### src/rtl/seq_pkg.sv
// Shared constants for the instruction sequencer: step encodings and opcodes.
package seq_pkg;

    typedef enum logic [2:0] {
        ST_FETCH = 3'b000,
        ST_WAIT  = 3'b001,
        ST_DEC   = 3'b010,
        ST_EX1   = 3'b011,
        ST_EX2   = 3'b100,
        ST_EX3   = 3'b101
    } step_t;

    localparam logic [2:0] OP_ADD = 3'b000;
    localparam logic [2:0] OP_SUB = 3'b001;
    localparam logic [2:0] OP_AND = 3'b010;
    localparam logic [2:0] OP_OR  = 3'b011;
    localparam logic [2:0] OP_XOR = 3'b100;
    localparam logic [2:0] OP_SLT = 3'b101;
    localparam logic [2:0] OP_MV  = 3'b110;
    localparam logic [2:0] OP_MVI = 3'b111;

endpackage

### src/rtl/dec3to8.sv
// 3-bit index to one-hot 8-bit register select.
module dec3to8 (
    input  logic [2:0] sel,
    output logic [7:0] onehot
);

    assign onehot = 8'b1 << sel;

endmodule

### src/rtl/instr_sequencer.sv
// Fetch/step sequencer feeding the control unit: owns PC, IR and the step counter.
module instr_sequencer
    import seq_pkg::*;
#(
    parameter int DATA_W = 9,
    parameter int ADDR_W = 8,
    parameter logic [ADDR_W-1:0] RESET_PC = '0
) (
    input  logic              clock,
    input  logic              Reset,
    input  logic              Run,
    input  logic              Done,
    input  logic              Clear,
    input  logic [DATA_W-1:0] MemData,
    output logic [ADDR_W-1:0] MemAddr,
    output logic [DATA_W-1:0] DIN,
    output logic [2:0]        Counter,
    output logic [2:0]        IRout,
    output logic [7:0]        Xreg,
    output logic [7:0]        Yreg,
    output logic              Busy,
    output logic              Err
);

    step_t             step, step_nxt;
    logic [DATA_W-1:0] ir;
    logic [ADDR_W-1:0] pc;
    logic              ir_ld, pc_inc, err_nxt;

    always_comb begin
        step_nxt = step;
        ir_ld    = 1'b0;
        pc_inc   = 1'b0;
        err_nxt  = 1'b0;
        case (step)
            ST_FETCH: if (Run) step_nxt = ST_WAIT;
            ST_WAIT: begin
                step_nxt = ST_DEC;
                ir_ld    = 1'b1;
                pc_inc   = 1'b1;
            end
            ST_DEC:   step_nxt = ST_EX1;
            ST_EX1: begin
                step_nxt = Done ? ST_FETCH : ST_EX2;
                // step past the immediate word so the next fetch lands on an opcode
                pc_inc   = (ir[DATA_W-1 -: 3] == OP_MVI);
            end
            ST_EX2:   step_nxt = Done ? ST_FETCH : ST_EX3;
            ST_EX3: begin
                step_nxt = ST_FETCH;
                err_nxt  = !Done;
            end
            default:  step_nxt = ST_FETCH;
        endcase
        // abort wins over everything, including a simultaneous Done
        if (Clear) begin
            step_nxt = ST_FETCH;
            ir_ld    = 1'b0;
            pc_inc   = 1'b0;
            err_nxt  = 1'b0;
        end
    end

    always_ff @(posedge clock) begin
        if (Reset) begin
            step <= ST_FETCH;
            ir   <= '0;
            pc   <= RESET_PC;
            Err  <= 1'b0;
        end else begin
            step <= step_nxt;
            if (ir_ld)  ir <= MemData;
            if (pc_inc) pc <= pc + 1'b1;
            Err  <= err_nxt;
        end
    end

    assign MemAddr = pc;
    assign DIN     = MemData;
    assign Counter = step;
    assign IRout   = ir[DATA_W-1 -: 3];
    assign Busy    = (step != ST_FETCH);

    dec3to8 u_xdec (.sel(ir[5:3]), .onehot(Xreg));
    dec3to8 u_ydec (.sel(ir[2:0]), .onehot(Yreg));

endmodule

### config.mk
export PLATFORM = sky130hd
export DESIGN_NAME = instr_sequencer
export DESIGN_NICKNAME = d
export VERILOG_FILES = /design/src/rtl/seq_pkg.sv /design/src/rtl/dec3to8.sv /design/src/rtl/instr_sequencer.sv
export SDC_FILE = /design/constraint.sdc
export NUM_CORES = 1
export LEC_CHECK = 0
export BUFFER_PORTS_ARGS = -buffer_cell sky130_fd_sc_hd__buf_2
export CAP_MARGIN = 20
export CORE_MARGIN = 3
export CORE_UTILIZATION = 43
export CTS_BUF_LIST = sky130_fd_sc_hd__clkbuf_4
export CTS_CLUSTER_SIZE = 40
export DETAILED_ROUTE_END_ITERATION = 10
export GPL_TIMING_DRIVEN = 0
export PLACE_DENSITY = 0.79
export SLEW_MARGIN = 20
export SYNTH_ARGS = -nofsm -noshare
export SYNTH_HDL_FRONTEND = slang
export SYNTH_HIERARCHICAL = 1
export SYNTH_SLANG_ARGS = --single-unit
### constraint.sdc
create_clock -name clock -period 1.6 [get_ports clock]
set_input_delay 0.24 -clock clock [delete_from_list [all_inputs] [get_ports clock]]
set_output_delay 0.24 -clock clock [all_outputs]
set_load 0.005 [all_outputs]
Word level (Yosys, flattened, before mapping) --
Cells that the tools add are included. W data, S select, Z words.
Operators by class: reduce and logical (&&, ||, !) cells 5, equal/unequal tests 7, mux-type cells 8, shift-type cells 2, bitwise gates (word level) 1, add/subtract/negate cells 1
Operator list (count):
- $shl A1 B3 Y8 const A | 2
- $pmux W3 S5 | 1
- $eq A3 B3 Y1 const B | 3
- $mux W3 | 3
- $add A8 B1 Y8 const B | 1
- $eq A3 B2 Y1 const B | 2
- $eq A3 B1 Y1 const B | 1
- $logic_not A3 Y1 | 1
- $mux W1 | 3
- $reduce_bool A3 Y1 | 1
- $reduce_or A3 Y1 | 1
- $ne A2 B2 Y1 const B | 1
- $pmux W1 S2 | 1
- $reduce_or A2 Y1 | 1
- $logic_not A1 Y1 | 1
- $not A1 Y1 | 1
Storage, ports and cells: output and inout bits 41, logic and storage cells 28, flip-flop bits (word level) 21

Longest topological paths before layout --
word-level depth 3, gate-level depth with buffers 6, gate-level depth less buffers 5

Cells and area by module --
The synthesis kept the hierarchy.
Modules (own cells, without submodules):
- instr_sequencer | cells each 116, times used 1, area each 1011.0 sq um
- dec3to8 | cells each 8, times used 2, area each 65.1 sq um

Worst setup path after synthesis --
OpenSTA, ideal clock, no wires.
path kind flip-flop to flip-flop, start point reg step[0], in the netlist Counter[0], end point reg pc[5], in the netlist MemAddr[5], path slack -0.054 ns, cell stages (with the launch flop) 6, library setup time 0.123 ns, period minus slack after synthesis 1.654 ns, data arrival time 1.531 ns, path through dfxtp_1 buf_4 or3b_4 a211oi_4 nand4_1 mux2_1
Between the ends: longest elaborated chain between the ends 3
Ends and longest elaborated chain:
- start, declared | line instr_sequencer.sv:25 | step_t step, step_nxt;
- start signal, assigned | line instr_sequencer.sv:71 | step <= step_nxt;
- $eq A3 B2 Y1 / $eq A3 B1 Y1 (equally long branches) | line instr_sequencer.sv:35 | case (step)
- $pmux W1 S2 * | line instr_sequencer.sv:35
- $mux W1 * | line instr_sequencer.sv:56 | if (Clear) begin
- end signal, assigned | line instr_sequencer.sv:73 | if (pc_inc) pc <= pc + 1'b1;
- end, declared | line instr_sequencer.sv:27 | logic [ADDR_W-1:0] pc;
Every way passes the cells marked *; elsewhere a longest branch is shown, timed or not. A chain may end at the register's enable or synchronous reset.

Worst setup path after layout --
start point reg step[2], in the netlist Counter[2], end point reg pc[4], in the netlist MemAddr[4]
Same word-level chain as after synthesis.

==> flow_metrics.py <==
metrics = {
    "synth": {
        "synth_top_family_by_area": "simple AND/OR/NAND/NOR gates",
        "ys_seq_area_share_pct": 36.84,
        "synth-xor-area-share_pct": 3.838,
        "synth.distinct_cells": 35,
        "synth_simple_gate_area_share_pct": 32.13,
        "synth.largest_area_cell": "dfxtp_1",
        "synth.area.mux_share_pct": 1.864,
        "syn_inst": 132,
        "synth_edf_count": 0,
        "synth_most_common_cell": "dfxtp_1",
        "synth_common_cells": "21 x dfxtp_1, 19 x nand2_1, 13 x buf_4",
        "synthAdderAreaFrac_pct": 1.096,
        "synthFlopType": "dfxtp_1",
        "ys_seq_elements": 21,
        "syn_avg_cell_area_um2": 8.645,
        "syn_area_um2": 1141,
        "synth-compound-area-share_pct": 12.39,
        "synthTopCellsByArea": "dfxtp_1 37%, buf_4 8.6%, nand2_1 6.3%",
        "synthesis.nets": 147,
        "synth_top_cell_area_share_pct": 36.84,
        "ys_async_sr_fraction_pct": 0,
        "ys_warn_count": 6,
    },
    "setup_path": {
        "crit_end": "MemAddr[4]$_SDFFE_PP0P_",
        "startpoint": "Counter[2]$_SDFFE_PP0P_",
        "crit_fanout": 6,
        "start_kind": "flop",
        "r2r_setup_slack_ns": 0.03,
        "cp.required_ns": 1.78,
        "cp.arrival_ns": 1.76,
        "r2r-end": "MemAddr[4]$_SDFFE_PP0P_",
        "reg2reg_from": "Counter[2]$_SDFFE_PP0P_",
        "end_kind": "flop",
        "reg2reg_depth": 5,
        "worstSetupPathType": "flop to flop",
    },
    "power": {
        "p_sw_uw": 226.1,
        "clockPowerShare_pct": 28.1,
        "swShare_pct": 24.80,
        "p_leak_uw": 0.0007278,
        "power_density_nw_per_um2": 581.0,
        "internal_power_uw": 685.5,
        "combPwrFrac_pct": 12.9,
        "ir_drop_uv": 387.1,
        "p_seq_share_pct": 58.9,
    },
    "placed_design": {
        "portBuffers": 54,
        "place_ws_ns": -0.1852,
        "gp_congestion": 0.7848,
        "place_hpwl_mm": 2.083,
    },
    "sta": {
        "finalSetupViolCount": 0,
        "rsz0062_at_grt": "true",
        "tightestPinTransition_ns": 0.5384,
        "timing.fmax_ghz": 0.6352,
        "finClkSkew_ns": 0.007406,
        "maxSlewHeadroom_pct": 63.91,
        "fin_crit_ns": 1.574,
        "setup_slack_ns": 0.02562,
        "drv_slew": 0,
        "finalCritPeriodShare_pct": 98.40,
        "finalHoldViolCount": 0,
    },
    "worst_hold_path": {
        "hold_path.class": "primary input to flop",
    },
    "floorplanning": {
        "die-area_um2": 3308,
        "coreArea_um2": 2500,
        "die_w_um": 57.52,
        "die_y_um": 57.52,
        "core.rowCount": 18,
        "ios": 55,
        "start_util_pct": 45.65,
    },
    "finish": {
        "filler_cell_count": 220,
        "drive_above_1_share_pct": 50.00,
        "syn2layout_area_growth_pct": 37.50,
        "fin_util_pct": 62.76,
        "nets": 212,
        "num_antenna_cells": 0,
    },
    "detailed_routing": {
        "num_vias": 1132,
        "routed_wirelength_mm": 2.762,
        "drtIter0Drc": 29,
        "drtAntennaViolNets": 0,
        "drc": 0,
        "wl_per_cell_um": 12.22,
        "vias_per_cell": 5.009,
        "first_pass_iters": 4,
    },
    "clock_network": {
        "clkSlewWorstSetupHoldPaths_ns": 0.12,
        "clk_latency_ns": 0.30,
        "clock_path_buffers": 2,
        "cts_inserted_buffers": 3,
        "htree_levels": 1,
        "cts_tree": "yes",
        "cts_root_buf": "clkbuf_4",
        "clkSinkCount": 21,
    },
    "run_status": {
        "status": "complete, no violations",
    },
    "job": {
        "max_cap_viol_count": 0,
    },
    "global_route": {
        "grt_pass1_vias": 1013,
        "grt_first_pass_wirelength_mm": 4.367,
        "grt_max_degree": 14,
        "overflow": 0,
        "grt.total_usage_pct": 16.47,
        "grt_antenna_before_repair": 0,
    },
}
## layout by cell type, fill, tap and decap left out, types with 5 or more instances in the layout
cell type and count:
and3b_2 6, a21oi_1 11, nor3b_1 6, dfxtp_1 18, buf_4 20, nand2_1 19, xnor2_1 5, nor2_1 7
buf_2 54
## timing repair
item,CTS,global route
setup endpoints to repair,3,6
hold endpoints to repair,0,0
setup buffers,3,5
resized for setup,8,7
pin swaps,3,1
hold buffers,0,0
## cells by family after synthesis
family	Yosys count
AND/OR/NAND/NOR	62
buffers and inverters	21
flip-flops	21
AO/OA/AOI/OAI	20
XOR/XNOR	5
multiplexers	2
adder cells (fa/ha/maj)	1
## worst max-delay path, cell delays in order (launching register included)
cell	delay, ns
dfxtp_4	0.39
or3b_4	0.39
buf_4	0.17
a2111oi_4	0.29
xnor2_1	0.16
nor2_1	0.05
## state kept, by name, summed over array words and instances, names as in the netlist
register,flops
MemAddr,8
Err,1
Counter,3
ir,9
## stage by stage
| step | hold slack, ns | std cells | power (uW) | area [um2] | setup TNS, ns |
|---|---|---|---|---|---|
| after floorplan | 0.3156 | 132 | 610.1 | 1141 | -0.05422 |
| after global placement | 0.4414 | 216 | 660.6 | 1449 | -0.09508 |
| after detailed placement | 0.4532 | 216 | 665.4 | 1449 | -0.1852 |
| after CTS | 0.1138 | 221 | 913.8 | 1499 | -0.01560 |
| after global routing | 0.1027 | 226 | 954.6 | 1569 | -0.05885 |
| final | 0.1203 | 226 | 911.5 | 1569 | 0 |
## layout make-up
cell class	instances	area, um2	area share, %
Timing Repair Buffer	62	330.3	21.05
Inverter	3	11.26	0.7177
Clock inverter	1	7.507	0.4785
Clock buffer	3	22.52	1.435
Multi-Input combinational cell	90	615.6	39.23
Buffer	16	112.6	7.177
Sequential cell	21	431.7	27.51
Tap cell	30	37.54	2.392
## power groups by stage
stage                     clock [uW]  combinational, uW  sequential, uW
after floorplan                    0               59.4             551
after global placement             0                109             552
after detailed placement           0                113             553
after CTS                        261                115             538
after global routing             285                130             539
final                            257                118             537
## routing by layer
metal / GRT usage [%] / wire length [um] / up-vias
li1: - / - / 577
met1: 19.41 / 1106 / 520
met2: 29.84 / 1450 / 29
met3: 2.262 / 147 / 6
met4: 6.291 / 59 / 0
met5: 0 / 0 / -
## how the worst min path moves through the flow
stage / start / to / slack [ns] / depth (start not counted)
4_1_cts: Done / Counter[2]$_SDFFE_PP0P_ / 0.11 / 2
3_3_place_gp: Done / Counter[2]$_SDFFE_PP0P_ / 0.44 / 2
3_5_place_dp: Done / Counter[2]$_SDFFE_PP0P_ / 0.45 / 2
5_1_grt: Done / Counter[2]$_SDFFE_PP0P_ / 0.10 / 2
2_1_floorplan: Done / Counter[2]$_SDFFE_PP0P_ / 0.32 / 1
6_report: Done / Counter[2]$_SDFFE_PP0P_ / 0.12 / 2
Power figures use the tool's default switching activity.
